--- src/rtl/keypad_scan_if.sv ---
`default_nettype none
// ============================================================================
// Module   : keypad_scan_if
// Purpose  : Pad-side and event-side signals of the 4x4 keypad scanner.
// Revision : 1.0 - initial release
// ============================================================================
interface keypad_scan_if;
    logic        enable;
    logic [3:0]  col_n;
    logic [3:0]  row_oe;
    logic [15:0] key_state;
    logic        ev_valid;
    logic [3:0]  ev_code;
    logic        ev_ready;
    logic        overflow;
    logic        ovf_clr;

    modport master (
        input  enable, col_n, ev_ready, ovf_clr,
        output row_oe, key_state, ev_valid, ev_code, overflow
    );

    modport slave (
        output enable, col_n, ev_ready, ovf_clr,
        input  row_oe, key_state, ev_valid, ev_code, overflow
    );
endinterface
`default_nettype wire

--- src/rtl/keypad_scan_ctrl.sv ---
`default_nettype none
// ============================================================================
// Module   : keypad_scan_ctrl
// Purpose  : Row-scan, debounce and 4-deep press-event queue for a 4x4 keypad.
// Revision : 1.0 - initial release
// ============================================================================
module keypad_scan_ctrl #(
    parameter int SETTLE_CYC = 25000,
    parameter int GAP_CYC    = 24996,
    parameter int DEBOUNCE   = 3
) (
    input  wire logic     CLOCK_50,
    input  wire logic     reset,
    keypad_scan_if.master bus
);
    localparam int              c_CNT_MAX     = (SETTLE_CYC > GAP_CYC) ? SETTLE_CYC : GAP_CYC;
    localparam int              c_CW          = $clog2(c_CNT_MAX + 1);
    localparam logic [c_CW-1:0] c_SETTLE_LAST = c_CW'(SETTLE_CYC - 1);
    localparam logic [c_CW-1:0] c_GAP_LAST    = c_CW'(GAP_CYC - 1);
    localparam logic [3:0]      c_DEBOUNCE    = 4'(DEBOUNCE);

    typedef enum logic [1:0] {
        ST_IDLE   = 2'd0,
        ST_DRIVE  = 2'd1,
        ST_SAMPLE = 2'd2,
        ST_GAP    = 2'd3
    } state_t;

    state_t          r_state;
    logic [1:0]      r_row;
    logic [1:0]      r_col;
    logic [c_CW-1:0] r_cnt;
    logic [3:0]      r_row_oe;
    logic [3:0]      r_col_s1;
    logic [3:0]      r_col_s2;
    logic [3:0]      r_raw;

    logic [15:0]      r_key_state;
    logic [15:0][3:0] r_db;

    logic [3:0][3:0] r_mem;
    logic [1:0]      r_wr;
    logic [1:0]      r_rd;
    logic [2:0]      r_count;
    logic            r_ovf;

    logic [1:0] w_next_row;
    logic [3:0] w_raw_vec;
    logic       w_raw_bit;
    logic       w_eval;
    logic [3:0] w_key;
    logic [3:0] w_db_inc;
    logic       w_flip;
    logic       w_push;
    logic       w_full;
    logic       w_pop;
    logic       w_wr;
    logic       w_drop;

    // Column pins are asynchronous to CLOCK_50; released (high) out of reset.
    always_ff @(posedge CLOCK_50 or posedge reset) begin
        if (reset) begin
            r_col_s1 <= 4'hF;
            r_col_s2 <= 4'hF;
        end else begin
            r_col_s1 <= bus.col_n;
            r_col_s2 <= r_col_s1;
        end
    end

    assign w_next_row = r_row + 2'd1;

    always_ff @(posedge CLOCK_50 or posedge reset) begin
        if (reset) begin
            r_state  <= ST_IDLE;
            r_row    <= 2'd0;
            r_col    <= 2'd0;
            r_cnt    <= '0;
            r_row_oe <= 4'b0000;
            r_raw    <= 4'b0000;
        end else begin
            case (r_state)
                ST_IDLE: begin
                    r_row    <= 2'd0;
                    r_row_oe <= 4'b0000;
                    if (bus.enable) begin
                        r_state  <= ST_DRIVE;
                        r_cnt    <= '0;
                        r_row_oe <= 4'b0001;
                    end
                end
                ST_DRIVE: begin
                    if (r_cnt == c_SETTLE_LAST) begin
                        r_state <= ST_SAMPLE;
                        r_cnt   <= '0;
                        r_col   <= 2'd0;
                    end else begin
                        r_cnt <= r_cnt + 1'b1;
                    end
                end
                ST_SAMPLE: begin
                    if (r_col == 2'd0) begin
                        r_raw <= ~r_col_s2;
                    end
                    r_col <= r_col + 2'd1;
                    if (r_col == 2'd3) begin
                        r_state  <= ST_GAP;
                        r_cnt    <= '0;
                        r_row_oe <= 4'b0000;
                    end
                end
                ST_GAP: begin
                    if (r_cnt == c_GAP_LAST) begin
                        r_cnt <= '0;
                        // Losing enable mid-scan parks the scanner once this row is done.
                        if (!bus.enable) begin
                            r_state <= ST_IDLE;
                            r_row   <= 2'd0;
                        end else begin
                            r_state  <= ST_DRIVE;
                            r_row    <= w_next_row;
                            r_row_oe <= 4'b0001 << w_next_row;
                        end
                    end else begin
                        r_cnt <= r_cnt + 1'b1;
                    end
                end
                default: begin
                    r_state  <= ST_IDLE;
                    r_row_oe <= 4'b0000;
                end
            endcase
        end
    end

    // Column 0 is judged on the live synchronized value; later columns on the captured copy.
    assign w_raw_vec = (r_col == 2'd0) ? ~r_col_s2 : r_raw;
    assign w_raw_bit = w_raw_vec[r_col];
    assign w_eval    = (r_state == ST_SAMPLE);
    assign w_key     = {r_row, r_col};
    assign w_db_inc  = r_db[w_key] + 4'd1;
    assign w_flip    = w_eval && (w_raw_bit != r_key_state[w_key]) && (w_db_inc == c_DEBOUNCE);
    assign w_push    = w_flip && w_raw_bit;

    always_ff @(posedge CLOCK_50 or posedge reset) begin
        if (reset) begin
            r_key_state <= 16'h0000;
            r_db        <= '0;
        end else if (w_eval) begin
            if (w_raw_bit == r_key_state[w_key]) begin
                r_db[w_key] <= 4'd0;
            end else if (w_flip) begin
                r_key_state[w_key] <= w_raw_bit;
                r_db[w_key]        <= 4'd0;
            end else begin
                r_db[w_key] <= w_db_inc;
            end
        end
    end

    assign w_full = (r_count == 3'd4);
    assign w_pop  = (r_count != 3'd0) && bus.ev_ready;
    assign w_wr   = w_push && (!w_full || w_pop);
    assign w_drop = w_push && w_full && !w_pop;

    // When full, the write slot equals the head slot; a same-cycle pop frees it.
    always_ff @(posedge CLOCK_50 or posedge reset) begin
        if (reset) begin
            r_mem   <= '0;
            r_wr    <= 2'd0;
            r_rd    <= 2'd0;
            r_count <= 3'd0;
            r_ovf   <= 1'b0;
        end else begin
            if (w_wr) begin
                r_mem[r_wr] <= w_key;
                r_wr        <= r_wr + 2'd1;
            end
            if (w_pop) begin
                r_rd <= r_rd + 2'd1;
            end
            case ({w_wr, w_pop})
                2'b10:   r_count <= r_count + 3'd1;
                2'b01:   r_count <= r_count - 3'd1;
                default: r_count <= r_count;
            endcase
            if (w_drop) begin
                r_ovf <= 1'b1;
            end else if (bus.ovf_clr) begin
                r_ovf <= 1'b0;
            end
        end
    end

    assign bus.row_oe    = r_row_oe;
    assign bus.key_state = r_key_state;
    assign bus.ev_valid  = (r_count != 3'd0);
    assign bus.ev_code   = (r_count != 3'd0) ? r_mem[r_rd] : 4'd0;
    assign bus.overflow  = r_ovf;

endmodule
`default_nettype wire

--- src/flat_wrapper.sv ---
// flat-port wrapper written by rule: the top's interface ports become plain ports
module keypad_scan_ctrl_flat 
#(
    parameter int SETTLE_CYC = 25000,
    parameter int GAP_CYC    = 24996,
    parameter int DEBOUNCE   = 3
)
  (CLOCK_50, reset, bus_enable, bus_col_n, bus_ev_ready, bus_ovf_clr, bus_row_oe, bus_key_state, bus_ev_valid, bus_ev_code, bus_overflow);
  keypad_scan_if bus_i ();
  input  wire logic CLOCK_50;
  input  wire logic reset;
  input wire logic [$bits(bus_i.enable)-1:0] bus_enable;
  input wire logic [$bits(bus_i.col_n)-1:0] bus_col_n;
  input wire logic [$bits(bus_i.ev_ready)-1:0] bus_ev_ready;
  input wire logic [$bits(bus_i.ovf_clr)-1:0] bus_ovf_clr;
  output wire logic [$bits(bus_i.row_oe)-1:0] bus_row_oe;
  output wire logic [$bits(bus_i.key_state)-1:0] bus_key_state;
  output wire logic [$bits(bus_i.ev_valid)-1:0] bus_ev_valid;
  output wire logic [$bits(bus_i.ev_code)-1:0] bus_ev_code;
  output wire logic [$bits(bus_i.overflow)-1:0] bus_overflow;
  assign bus_i.enable = bus_enable;
  assign bus_i.col_n = bus_col_n;
  assign bus_i.ev_ready = bus_ev_ready;
  assign bus_i.ovf_clr = bus_ovf_clr;
  assign bus_row_oe = bus_i.row_oe;
  assign bus_key_state = bus_i.key_state;
  assign bus_ev_valid = bus_i.ev_valid;
  assign bus_ev_code = bus_i.ev_code;
  assign bus_overflow = bus_i.overflow;
  keypad_scan_ctrl #(.SETTLE_CYC(SETTLE_CYC), .GAP_CYC(GAP_CYC), .DEBOUNCE(DEBOUNCE)) u_core (.CLOCK_50(CLOCK_50), .reset(reset), .bus(bus_i));
endmodule
--- config.mk ---
export PLATFORM = sky130hd
export DESIGN_NAME = keypad_scan_ctrl_flat
export DESIGN_NICKNAME = d
export VERILOG_FILES = /design/src/rtl/keypad_scan_if.sv /design/src/rtl/keypad_scan_ctrl.sv /design/src/flat_wrapper.sv
export SDC_FILE = /design/constraint.sdc
export NUM_CORES = 1
export LEC_CHECK = 0
export BUFFER_PORTS_ARGS = -buffer_cell sky130_fd_sc_hd__buf_2
export CORE_ASPECT_RATIO = 1.25
export CORE_MARGIN = 3
export CORE_UTILIZATION = 55
export DETAILED_ROUTE_END_ITERATION = 16
export GPL_TIMING_DRIVEN = 0
export PLACE_DENSITY = 0.76
export SLEW_MARGIN = 20
export SYNTH_ARGS = -nofsm -noshare
export SYNTH_HDL_FRONTEND = slang
export SYNTH_SLANG_ARGS = --single-unit
--- constraint.sdc ---
create_clock -name CLOCK_50 -period 8.3 [get_ports CLOCK_50]
set_clock_uncertainty 0.1 [all_clocks]
set_input_delay 0.83 -clock CLOCK_50 [delete_from_list [all_inputs] [get_ports CLOCK_50]]
set_output_delay 0.83 -clock CLOCK_50 [all_outputs]
set_load 0.1 [all_outputs]
# ---- Word level (Yosys, flattened, before mapping)
# Index checks and enable logic that the tools add are counted.
dict set report op_classes {
  n_addsub 8
  order_cmp 6
  eq_ne 17
  shift 1
  muxes 45
  bitwise 4
  n_reduce_logical 26
}
# cell count
set op_table {}
lappend op_table {{$mux W64} 2}
lappend op_table {{$and A64 B64 Y64} 1}
lappend op_table {{$bwmux W64} 1}
lappend op_table {{$not A64 Y64} 1}
lappend op_table {{$mux W15} 4}
lappend op_table {{$pmux W15 S4} 1}
lappend op_table {{$mux W4} 9}
lappend op_table {{$bwmux W16} 2}
lappend op_table {{$eq A15 B15 Y1 const B} 2}
lappend op_table {{$bmux W4 S4} 1}
lappend op_table {{$demux W4 S4} 1}
lappend op_table {{$add A15 B1 Y15 const B} 1}
lappend op_table {{$mux W2} 7}
lappend op_table {{$pmux W4 S3} 1}
lappend op_table {{$logic_and A1 B1 Y1} 9}
lappend op_table {{$lt A2 B3 Y1 const B} 3}
lappend op_table {{$add A2 B1 Y2 const B} 4}
lappend op_table {{$bmux W4 S2} 1}
lappend op_table {{$demux W4 S2} 1}
lappend op_table {{$eq A2 B2 Y1 const B} 4}
lappend op_table {{$pmux W2 S2} 2}
lappend op_table {{$pmux W2 S4} 1}
lappend op_table {{$reduce_and A4 Y1} 2}
lappend op_table {{$reduce_bool A2 Y1} 4}
lappend op_table {{27 further kinds} 42}
dict set report word_totals {
  regBits 141
  in_bits 9
  out_inout_bits 26
  elab_cells 140
}

# ---- Depth between registers and ports, before layout
# Gate-level depths: netlist of run 1.
dict set report logic_depth {
  depth_word 11
  mapped_depth 20
  mapped_depth_nobuf 15
}

# ---- Worst setup path before layout of run 1
# No wires, ideal clock.
dict set report synth_path {
  kind {reg-to-reg}
  startpoint {reg u_core.r_col[1]}
  endpoint {reg u_core.r_count[2]}
  setup_time_ns 0.087
  t_arrival_ns 4.005
  t_required_ns 8.113
  path_slack_ns 4.109
  path_stages_with_launch 20
  path_buffers 5
  synth_period_minus_slack_ns 4.191
  path_cell_list {dfrtp_1 buf_2 buf_2 buf_2 inv_1 ha_1 clkbuf_1 nor2_1 a21oi_1 mux4_2 nand3_1 or2_2 nor2_2 buf_4 inv_1 nand3_1 fa_1 or4_1 o31a_1 o211ai_1}
}
dict set report synth_between {
  elab_chain_len 11
  elab_cells_between_ends 19
  cone_classes {add/sub: 1; eq/ne: 4; mux: 8; reduce/logical: 6}
}
# item line
set synth_lines {}
lappend synth_lines {{from (decl)} keypad_scan_ctrl.sv:31} ;# logic [1:0] r_col;
lappend synth_lines {{from (signal assigned)} keypad_scan_ctrl.sv:105} ;# r_col <= r_col + 2'd1;
lappend synth_lines {{branches (longest 7 deep; another with $add A4 B1 Y4)} -}
lappend synth_lines {{$logic_and A1 B1 Y1 *} keypad_scan_ctrl.sv:143} ;# assign w_push = w_flip && w_raw_bit;
lappend synth_lines {{$logic_and A1 B1 Y1 *} keypad_scan_ctrl.sv:163} ;# assign w_wr = w_push && (!w_full || w_pop);
lappend synth_lines {{$eq A2 B1 Y1 or $eq A2 B2 Y1 (tied branches)} keypad_scan_ctrl.sv:182} ;# case ({w_wr, w_pop})
lappend synth_lines {{$pmux W3 S2 or $reduce_bool A2 Y1 (tied branches)} -}
lappend synth_lines {{to (signal assigned)} keypad_scan_ctrl.sv:183} ;# 2'b10: r_count <= r_count + 3'd1;
lappend synth_lines {{to (signal assigned)} keypad_scan_ctrl.sv:184} ;# 2'b01: r_count <= r_count - 3'd1;
lappend synth_lines {{to (signal assigned)} keypad_scan_ctrl.sv:185} ;# default: r_count <= r_count;
lappend synth_lines {{to (decl)} keypad_scan_ctrl.sv:44} ;# logic [2:0] r_count;
# Every way passes the cells marked *. The select of a mux whose other input is x is not followed.
# A chain may end at the register's enable or synchronous reset.

# ---- Final worst setup path of run 1
# Same ends and word-level chain as after synthesis.

==> reports/qor.csv, run 1 <==
stage,metric,value,unit
finish,fillers,942,
routing,WL final,15800,um
placed_design,Post-DP HPWL,11050,um
worst_setup_path,RR Endpoint,u_core.r_count[2],
finish,Finished Layout Cells,858,
cts,postcts setup bufs,0,
global_routing,Congestion Overflow GR,0,
cts,CTS tree,done,
global_routing,total track usage,24.29,%
routing,post-route ant nets,0,
outcome,status,"complete, no violations",
sta,Hold Fails Final Rpt,0,
pwr,worst ir drop on vdd,0.0001292,V
finish,Synth-to-Final Area Change,15.25,%
logic_synthesis,Post-synth EDFFs,0,
worst_setup_path,r2r setup slk,3180,ps
pwr,Pwr Density,207.8,nW/um^2
global_routing,initial antenna violation count,0,
logic_synthesis,Synth Register Bits,141,
logic_synthesis,top area cells in the synthesized netlist,"dfrtp_1, mux4_2, o21ai_0, nand2_1, mux2_2",
global_routing,first-pass GRT wire length,26610,um
sta,Setup TNS Final,0,ps
worst_setup_path,cell count of the worst reg-to-reg path,19,
die,Initial Util,56.66,%
sta,RSZ-0062 raised after global routing,false,
pwr,P_leak,3.656,nW
worst_setup_path,Critical Path AT,5340,ps
logic_synthesis,post-synthesis net count,659,
worst_setup_path,Crit Path Category,register to register,
logic_synthesis,"Top FF cell, synth",dfrtp_1,
worst_setup_path,CP Max Fanout,10,
finish,fin nets,713,
routing,Vias/cell,6.037,
finish,layout cell share with drive strength beyond 1,23.63,%
cts,cts hold-fix bufs,0,
die,DIE AREA,13980,um^2
sta,Fin Hold WS,256.0,ps
logic_synthesis,Synth top area share,48.08,%
flow_run,maxcap violations,0,
cts,Root Buffer,clkbuf_16,
cts,H-tree depth,4,
logic_synthesis,Yosys cell types,53,
worst_setup_path,"Req. time, crit path",8520,ps
routing,vias after detailed routing,5180,
placed_design,dpl ws,3226,ps
sta,worst-margin pin slew,651.7,ps
cts,Worst-Skew Late Latency,430,ps
cts,clock-pin slew on the worst setup and hold paths,60,ps
routing,WL/cell,18.41,um
die,die width,106.3,um
finish,n_diodes,0,
placed_design,routability congestion estimate,0.8934,
cts,CTS buffer count,17,
die,I/O pin cnt,35,
routing,drt first-iter violations,367,
sta,relative slew slack,56.40,%
logic_synthesis,post-synthesis sequential area ratio,51.11,%
routing,DRC Markers,0,
worst_setup_path,CP endpoint kind,register,
finish,final core utilization,65.30,%
sta,setup ws final,3183,ps
worst_setup_path,startpoint types,register,
pwr,total power,1.658,mW
min_path,Min-Delay Path Class,register to register,
die,core area,12220,um^2
routing,drt first pass iters,6,
finish,post-route cell area,7979,um^2
global_routing,largest net degree at the start of global routing,88,
min_path,Hold Path Sink,u_core.r_col_s2[1],
cts,CTS Buffer Depth,2,
cts,number of gates resized after CTS,0,
placed_design,DP Area,7333,um^2
die,row count,45,
worst_setup_path,RR Startpoint,u_core.r_col[1],
logic_synthesis,Avg Inst Size Synth,11.04,um^2
logic_synthesis,synth warn,0,
logic_synthesis,"Cell Area, Synth",6923,um^2
die,Die Y,131.4,um
logic_synthesis,Post-Syn Instances,627,
sta,Fmax achieved,195.4,MHz
cts,CTS Sinks,141,
sta,Final period util,61.65,%
placed_design,cell count after placement,826,
sta,final slew viol count,0,
sta,final setup violation count,0,
logic_synthesis,Async SR Flop Fraction,100.0,%
global_routing,vias in the first global route,5324,
min_path,hold path depth,0,
logic_synthesis,cell taking the most area after synthesis,dfrtp_1,
placed_design,input/output buffers,34,
min_path,worst hold start,u_core.r_col_s1[1],
sta,post-layout min period,5117,ps
==> worst max-delay path, cell delays in order, from the launching register on <==
cell,delay [ps]
dfrtp_1,380
buf_2,310
buf_2,410
buf_2,310
inv_1,90
ha_1,240
clkbuf_1,280
nor2_1,160
a21oi_1,50
mux4_2,600
nand3_1,200
or2_2,170
nor2_2,60
buf_4,190
inv_1,70
nand3_1,90
fa_1,440
or4_1,540
o31a_1,130
o211ai_1,160
==> routing by layer <==
layer	part of all wire [%]	GRT usage, %	up-vias
li1	-	-	2350
met1	39	29.14	2567
met2	52	41.19	216
met3	6.0	5.946	47
met4	3.4	10.87	0
met5	0	0	-
==> worst max path at each step <==
stage / slack [ps] / from / end / depth (start not counted)
after floorplan: 3600 / reset / u_core.bus.key_state[0] / 1
after global placement: 2340 / reset / u_core.r_mem[0] / 2
after detailed placement: 3230 / u_core.r_col[1] / u_core.r_count[2] / 19
after CTS: 3190 / u_core.r_col[1] / u_core.r_count[2] / 19
after global routing: 2910 / u_core.r_col[1] / u_core.r_count[2] / 19
final: 3180 / u_core.r_col[1] / u_core.r_count[2] / 19
==> cells in the final DEF (no fill, tap or decap), types with 8 or more instances in the layout <==
master     count
dfstp_2        8
nand3_1       31
o21ai_0       76
clkbuf_1      22
clkbuf_16     17
mux4_2        25
dfrtp_1      133
mux2_2        33
nor2_1        26
nand4_1       15
o21ai_2       10
xor2_1         8
inv_1         20
a21oi_1        8
ha_1          22
buf_2         38
nand2_1      100
==> flip-flops by register name (all words and copies together), names as in the netlist <==
signal	count
u_core.r_state	2
u_core.r_col_s2	4
u_core.r_cnt	15
u_core.r_row	2
u_core.r_wr	2
u_core.r_raw	4
u_core.r_col	2
u_core.r_db	64
u_core.r_col_s1	4
u_core.bus.row_oe	4
u_core.r_mem	16
u_core.bus.overflow	1
u_core.r_rd	2
u_core.r_count	3
u_core.bus.key_state	16
==> synth_stat cells, types with 3 or more instances <==
master,n
xnor2_1,5
inv_1,21
o211ai_1,3
nor3_1,4
mux2_2,33
a22oi_1,6
nand3_1,31
buf_4,3
ha_1,22
o21ai_2,10
o21ai_0,76
nor2_1,26
nor2b_1,7
dfrtp_1,133
buf_2,4
a21oi_1,8
nand2_1,100
clkbuf_1,20
nand4_1,15
dfstp_2,8
a22o_1,5
xor2_1,8
mux2i_1,3
or2_2,5
and2_1,7
a32o_1,4
mux4_2,25
clkbuf_2,4
==> final cells by class <==
class	instances	area, um^2	share of cell area, %
tap	164	205.2	2.572
multi-input combinational	433	3157	39.56
inverter	21	86.33	1.082
clock inverter	9	157.7	1.976
sequential	141	3538	44.35
buffer	32	148.9	1.866
clock buffer	23	488.0	6.116
timing repair buffer	35	197.7	2.478
==> cells by family (layout without fill, tap and decap cells) <==
kind of cell | count (synthesis) | count (layout) | synth area share (%)
flops | 141 | 141 | 51.11
fa+ha+maj | 23 | 23 | 4.265
xor+xnor | 13 | 13 | 1.645
compound gates | 125 | 125 | 11.28
simple gates | 210 | 210 | 14.10
mux | 62 | 62 | 14.31
buf+inv | 53 | 120 | 3.289
==> power breakdown <==
group	total, mW	internal [mW]	switching, mW	leakage (nW)
registers	0.714	0.701	0.0127	1.88
logic	0.124	0.0401	0.0835	1.46
clock network	0.821	0.535	0.286	0.310
Note: power is estimated with default switching activity, not from simulation.
==> run 2, diff against run 1 <==
==> constraint.sdc (replaced) <==
create_clock -name CLOCK_50 -period 5.1 [get_ports CLOCK_50]
set_clock_uncertainty 0.1 [all_clocks]
set_input_delay 0.51 -clock CLOCK_50 [delete_from_list [all_inputs] [get_ports CLOCK_50]]
set_output_delay 0.51 -clock CLOCK_50 [all_outputs]
set_load 0.1 [all_outputs]
==> run 2 against run 1 <==
  * The run now ends with negative hold slack left
  * First-iteration DRC count rose by 12%
  * Sequential cell count did not move
  * Die area unchanged
  * Combinational power grew 62%
  * Register-to-register slack got worse by 2900 ps
  * Worst setup slack got worse by 2900 ps
  * Core utilization barely moved
  * Hold slack worse by 260 ps
  * Via count shrank 1.5%
  * Non-clock buffer count is 1 lower
  * Critical endpoint unchanged
  * Largest cell class unchanged
  * Highest routed layer unchanged
==> reports/qor.csv, run 2 (synthesized netlist as in run 1, its figures left out) <==
stage,metric,value,unit,change
outcome,status,"finished, violations left",,"was complete, no violations"
outcome,violated checks,negative hold slack,,
sta,worst-margin pin slew,642.2,ps,was 651.7 ps
pwr,total power,2.696,mW,was 1.658 mW
routing,Vias/cell,5.956,,was 6.037
finish,max reg flops,64,,unchanged
routing,DRC Markers,0,,unchanged
worst_setup_path,cell count of the worst reg-to-reg path,18,,was 19
worst_setup_path,Critical Path AT,5020,ps,was 5340 ps
finish,Synth-to-Final Area Change,15.29,%,was 15.25%
worst_setup_path,startpoint types,register,,unchanged
worst_setup_path,"CP delay by family, top",simple AND/OR/NAND/NOR gates,,was buffers and inverters
sta,Hold Fails Final Rpt,2,,was 0
routing,Met3 Wirelength,771,um,was 946 um
die,Die Y,131.4,um,unchanged
cts,Root Buffer,clkbuf_16,,unchanged
routing,top routing layer used,met4,,unchanged
worst_setup_path,"Req. time, crit path",5330,ps,was 8520 ps
global_routing,largest net degree at the start of global routing,88,,unchanged
worst_setup_path,Crit-path slowest cell,mux4_2,,unchanged
finish,"Most flops, register",u_core.r_db,,unchanged
sta,Final period util,93.91,%,was 61.65%
global_routing,total track usage,24.29,%,unchanged
finish,fin nets,712,,was 713
routing,WL/cell,18.26,um,was 18.41 um
die,Initial Util,56.66,%,unchanged
sta,post-layout min period,4789,ps,was 5117 ps
worst_setup_path,worst path cell trace,clkbuf_4 > buf_4 > buf_2 > inv_1 > ha_1 > nor2_1 > a21oi_1 > mux4_2 > nand3_1 > or2_2 > nor2_2 > buf_4 > inv_1 > nand3_1 > fa_1 > or4_1 > o31a_1 > o211ai_1,,was buf_2 > buf_2 > buf_2 > inv_1 > ha_1 > clkbuf_1 > nor2_1 > a21oi_1 > mux4_2 > nand3_1 > or2_2 > nor2_2 > buf_4 > inv_1 > nand3_1 > fa_1 > or4_1 > o31a_1 > o211ai_1
global_routing,vias in the first global route,5324,,unchanged
global_routing,initial antenna violation count,0,,unchanged
cts,postcts setup bufs,0,,unchanged
placed_design,routability congestion estimate,0.8934,,unchanged
sta,final slew viol count,0,,unchanged
sta,final setup violation count,0,,unchanged
flow_run,maxcap violations,0,,unchanged
sta,Fin Hold WS,-7.905,ps,was 256.0 ps
pwr,worst ir drop on vdd,0.0002096,V,was 0.0001292 V
worst_setup_path,RR Endpoint,u_core.r_count[2],,unchanged
die,I/O pin cnt,35,,unchanged
pwr,P_leak,3.652,nW,was 3.656 nW
finish,most frequent cells in the layout,"dfrtp_1, nand2_1, o21ai_0",,unchanged
worst_setup_path,CP endpoint kind,register,,unchanged
worst_setup_path,r2r setup slk,310,ps,was 3180 ps
cts,clock-pin slew on the worst setup and hold paths,60,ps,about the same
finish,fillers,942,,unchanged
die,core area,12220,um^2,unchanged
routing,DRT met1 WL,6126,um,was 6098 um
cts,CTS buffer count,17,,unchanged
global_routing,Congestion Overflow GR,0,,unchanged
routing,post-route ant nets,0,,unchanged
sta,Setup TNS Final,0,ps,unchanged
die,die width,106.3,um,unchanged
global_routing,first-pass GRT wire length,26610,um,unchanged
finish,n_diodes,0,,unchanged
worst_setup_path,Crit Path Category,register to register,,unchanged
worst_setup_path,Max stage delay on crit path,610,ps,was 600 ps
worst_setup_path,RR Startpoint,u_core.r_col[1],,unchanged
cts,H-tree depth,4,,unchanged
worst_setup_path,WP buf/inv,6,,was 7
routing,met2 WL,8198,um,was 8217 um
cts,Worst-Skew Late Latency,430,ps,about the same
sta,relative slew slack,57.04,%,was 56.40%
pwr,Pwr Density,337.7,nW/um^2,was 207.8 nW/um^2
die,row count,45,,unchanged
cts,CTS Sinks,141,,unchanged
cts,CTS tree,done,,unchanged
die,DIE AREA,13980,um^2,unchanged
worst_setup_path,CP Max Fanout,13,,was 10
sta,Fmax achieved,208.8,MHz,was 195.4 MHz
min_path,Min-Delay Path Class,primary input to asynchronous set/reset pin,,was register to register
routing,vias after detailed routing,5104,,was 5180
routing,drt first pass iters,4,,was 6
cts,CTS Buffer Depth,2,,unchanged
placed_design,input/output buffers,34,,unchanged
finish,"most common cell after layout, fill and taps aside",dfrtp_1,,unchanged
sta,RSZ-0062 raised after global routing,false,,unchanged
routing,WL final,15650,um,was 15800 um
placed_design,Post-DP HPWL,11050,um,unchanged
finish,layout cell share with drive strength beyond 1,23.81,%,was 23.63%
routing,drt first-iter violations,412,,was 367
==> run 2: cell count changes in the layout (fill, tap and decap cells not counted) <==
cell / before / now
buf_2: 38 / 36
dfrtp_1: 133 / 132
dfrtp_2: 0 / 1
buf_4: 3 / 4
clkbuf_4: 0 / 1
clkbuf_1: 22 / 21
==> run 2: metrics by stage <==
step	std cells	cell area (um^2)	utilization (%)	setup WS [ps]
2_1_floorplan	627	6923	-	722.0
3_3_place_gp	825	7298	59.73	-539.8
3_5_place_dp	826	7333	60.02	25.56
4_1_cts	858	7981	65.33	110.4
5_1_grt	857	7981	65.33	48.54
6_report	857	7981	65.33	310.7
==> run 2: power by group <==
part	internal, mW	switching [mW]
clock network	0.871	0.462
logic	0.0652	0.135
registers	1.14	0.0202
==> run 2: how the worst max path moves through the flow <==
stage | from | end | slack [ps] | depth (start not counted)
5_1_grt | u_core.r_col[1] | u_core.r_count[2] | 50 | 18
3_5_place_dp | u_core.r_col[1] | u_core.r_count[2] | 30 | 19
3_3_place_gp | reset | u_core.r_mem[0] | -540 | 2
6_report | u_core.r_col[1] | u_core.r_count[2] | 310 | 18
4_1_cts | u_core.r_col[0] | u_core.r_count[2] | 110 | 18
2_1_floorplan | reset | u_core.bus.key_state[0] | 720 | 1
==> run 2: per-layer routing <==
metal / vias up / global-route usage (%)
met1: 2538 / 29.14
met2: 181 / 41.19
met3: 45 / 5.946
met4: 0 / 10.87
li1: 2340 / -
met5: - / 0
==> run 2: worst reg2reg max path, delay by kind of cell (launching register included) <==
kind	cells	cell delay [ps]
AND/OR/NAND/NOR	6	1230
multiplexers	1	610
AO/OA/AOI/OAI	3	340
flip-flops	1	380
adder cells (fa/ha/maj)	2	830
buffers and inverters	6	1190
==> run 2: area by class of cell <==
type	count	area [um^2]	area share, %
Tap cell	164	205.2	2.571
Sequential cell	141	3540	44.35
Multi-Input combinational cell	433	3157	39.55
Buffer	31	150.1	1.881
Timing Repair Buffer	35	197.7	2.477
Clock buffer	23	488.0	6.114
Inverter	21	86.33	1.082
Clock inverter	9	157.7	1.975
==> run 2: timing repair <==
| item | CTS | global route |
|---|---|---|
| gates resized for setup | 1 | 2 |
| setup endpoints to repair | 1 | 2 |
| hold buffers | 0 | 0 |
==> run 3, diff against run 2 <==
--- a/config.mk
+++ b/config.mk
@@ -7,9 +7,9 @@
 export LEC_CHECK = 0
 export BUFFER_PORTS_ARGS = -buffer_cell sky130_fd_sc_hd__buf_2
 export CORE_ASPECT_RATIO = 1.25
-export CORE_MARGIN = 3
 export CORE_UTILIZATION = 55
 export DETAILED_ROUTE_END_ITERATION = 16
+export GPL_ROUTABILITY_DRIVEN = 0
 export GPL_TIMING_DRIVEN = 0
 export PLACE_DENSITY = 0.76
 export SLEW_MARGIN = 20
==> run 3 against run 2 <==
  * The flow still finishes with violations (negative hold slack)
  * Clock power shrank 4%
  * Hold slack gained 5.8 ps
  * Global-route usage grew 2.2 points
  * Sequential cell count is the same
  * Non-clock buffer count is the same
  * Register-to-register slack gained 50 ps
  * Core utilization shrank 0.27 points
  * Power shrank 1.9%
  * First-iteration DRC count shrank 4.6%
  * Sequential share of layout area grew 0.18 points
  * Cell count is the same
  * Die area shrank 6.7%
  * Largest cell class unchanged
==> reports/qor.csv, run 3 (synthesized netlist as in run 1, its figures left out) <==
stage,metric,value,unit,change
placed_design,dpl ws,25.82,ps,was 25.56 ps
sta,RSZ-0062 raised after global routing,false,,unchanged
finish,final core utilization,65.06,%,was 65.33%
routing,post-route ant nets,0,,unchanged
pwr,Int Pwr,1.985,mW,was 2.078 mW
worst_setup_path,Critical Path AT,4970,ps,was 5020 ps
cts,postcts setup bufs,0,,unchanged
die,core area,12220,um^2,unchanged
worst_setup_path,RR Startpoint,u_core.r_col[1],,unchanged
finish,"most common cell after layout, fill and taps aside",dfrtp_1,,unchanged
pwr,worst ir drop on vdd,0.0002710,V,was 0.0002096 V
finish,Finished Layout Cells,857,,unchanged
global_routing,vias in the first global route,5251,,was 5324
placed_design,cell count after placement,826,,unchanged
finish,multi-input logic area,3157,um^2,unchanged
routing,vias after detailed routing,5122,,was 5104
sta,Hold Fails Final Rpt,2,,unchanged
placed_design,Post-DP HPWL,11040,um,was 11050 um
cts,CTS tree,done,,unchanged
routing,DRC Markers,0,,unchanged
pwr,Pwr Density,332.6,nW/um^2,was 337.7 nW/um^2
placed_design,input/output buffers,34,,unchanged
sta,Fin Hold WS,-2.104,ps,was -7.905 ps
cts,CTS Sinks,141,,unchanged
global_routing,Congestion Overflow GR,0,,unchanged
sta,final slew viol count,0,,unchanged
routing,WL/cell,18.12,um,was 18.26 um
finish,layout cell share with drive strength beyond 1,23.95,%,was 23.81%
finish,fillers,920,,was 942
sta,Setup TNS Final,0,ps,unchanged
worst_setup_path,CP Max Fanout,13,,unchanged
finish,"Most flops, register",u_core.r_db,,unchanged
min_path,Min-Delay Path Class,primary input to asynchronous set/reset pin,,unchanged
die,Die Y,127.4,um,was 131.4 um
pwr,Combinational Power Share,7.6,%,was 7.4%
global_routing,largest net degree at the start of global routing,82,,was 88
cts,CTS buffer count,17,,unchanged
sta,relative slew slack,57.09,%,was 57.04%
finish,max reg flops,64,,unchanged
flow_run,maxcap violations,0,,unchanged
sta,post-layout min period,4736,ps,was 4789 ps
finish,Synth-to-Final Area Change,14.82,%,was 15.29%
global_routing,first-pass GRT wire length,26030,um,was 26610 um
cts,Worst-Skew Late Latency,420,ps,was 430 ps
routing,WL final,15530,um,was 15650 um
sta,final setup violation count,0,,unchanged
finish,register area,3540,um^2,unchanged
routing,Vias/cell,5.977,,was 5.956
pwr,Net Sw Frac,24.91,%,was 22.92%
cts,H-tree depth,4,,unchanged
finish,most frequent cells in the layout,"dfrtp_1, nand2_1, o21ai_0",,unchanged
routing,drt first-iter violations,393,,was 412
worst_setup_path,r2r setup slk,360,ps,was 310 ps
die,die width,102.3,um,was 106.3 um
die,row count,45,,unchanged
worst_setup_path,crit path launch,u_core.r_col[1],,unchanged
worst_setup_path,startpoint types,register,,unchanged
sta,Final period util,92.87,%,was 93.91%
finish,post-route cell area,7949,um^2,was 7981 um^2
cts,clock-pin slew on the worst setup and hold paths,60,ps,about the same
die,DIE AREA,13040,um^2,was 13980 um^2
finish,n_diodes,0,,unchanged
cts,number of gates resized after CTS,1,,unchanged
placed_design,DP Area,7333,um^2,unchanged
outcome,violated checks,negative hold slack,,unchanged
pwr,Switching Power,0.6585,mW,was 0.6178 mW
die,Initial Util,56.66,%,unchanged
cts,Root Buffer,clkbuf_16,,unchanged
sta,setup ws final,363.6,ps,was 310.7 ps
sta,worst-margin pin slew,641.4,ps,was 642.2 ps
global_routing,initial antenna violation count,0,,unchanged
global_routing,total track usage,26.52,%,was 24.29%
pwr,share of power burned in registers,43.9,%,was 43.1%
sta,Fmax achieved,211.1,MHz,was 208.8 MHz
worst_setup_path,RR Endpoint,u_core.r_count[2],,unchanged
routing,drt first pass iters,5,,was 4
worst_setup_path,CP endpoint kind,register,,unchanged
worst_setup_path,cell count of the worst reg-to-reg path,18,,unchanged
finish,fin nets,712,,unchanged
worst_setup_path,"Req. time, crit path",5330,ps,about the same
outcome,status,"finished, violations left",,unchanged
cts,cts hold-fix bufs,0,,unchanged
die,I/O pin cnt,35,,unchanged
cts,CTS Buffer Depth,2,,unchanged
worst_setup_path,Crit Path Category,register to register,,unchanged
pwr,P_leak,3.627,nW,was 3.652 nW
pwr,total power,2.644,mW,was 2.696 mW
pwr,part of the power in the clock network,48.5,%,was 49.5%
==> run 3: critical path, cell delays in order (launching register included) <==
cell and delay (ps):
dfrtp_1 370, clkbuf_4 270, buf_4 280, clkbuf_4 260
inv_1 80, ha_1 370, nor2_1 170, a21oi_1 50
mux4_2 600, nand3_1 180, or2_2 170, nor2_2 70
buf_4 190, inv_1 80, nand3_1 90, fa_1 430
or4_1 550, o31a_1 130, o211ai_1 180
==> run 3: cell type report <==
type                       instances  share of cell area (%)
buffer                            31                   1.920
clock buffer                      18                   5.399
clock inverter                    14                   2.282
inverter                          21                   1.086
multi-input combinational        433                   39.71
sequential                       141                   44.53
tap                              164                   2.581
timing repair buffer              35                   2.487
==> run 3: worst max-delay path by stage <==
stage | endpoint | slack, ps | cells after the start
6_report | u_core.r_count[2] | 360 | 18
5_1_grt | u_core.r_count[2] | 60 | 18
4_1_cts | u_core.r_count[2] | 100 | 19
3_5_place_dp | u_core.r_count[2] | 30 | 19
3_3_place_gp | u_core.r_mem[0] | -530 | 2
2_1_floorplan | u_core.bus.key_state[0] | 720 | 1
==> run 3: metal layers <==
| metal | global-route usage (%) | vias to the layer above | part of all wire, % |
|---|---|---|---|
| met3 | 6.127 | 45 | 4.0 |
| met4 | 12.44 | 0 | 3.5 |
| met1 | 32.03 | 2560 | 40 |
| met2 | 44.65 | 170 | 52 |
| li1 | - | 2347 | - |
| met5 | 0 | - | 0 |
==> run 3: power groups by stage <==
stage / Sequential (mW) / Combinational, mW / Clock, mW
after floorplan: 1.18 / 0.160 / 0
after global placement: 1.18 / 0.189 / 0
after detailed placement: 1.18 / 0.202 / 0
after CTS: 1.16 / 0.203 / 1.30
after global routing: 1.16 / 0.218 / 1.35
final: 1.16 / 0.201 / 1.28
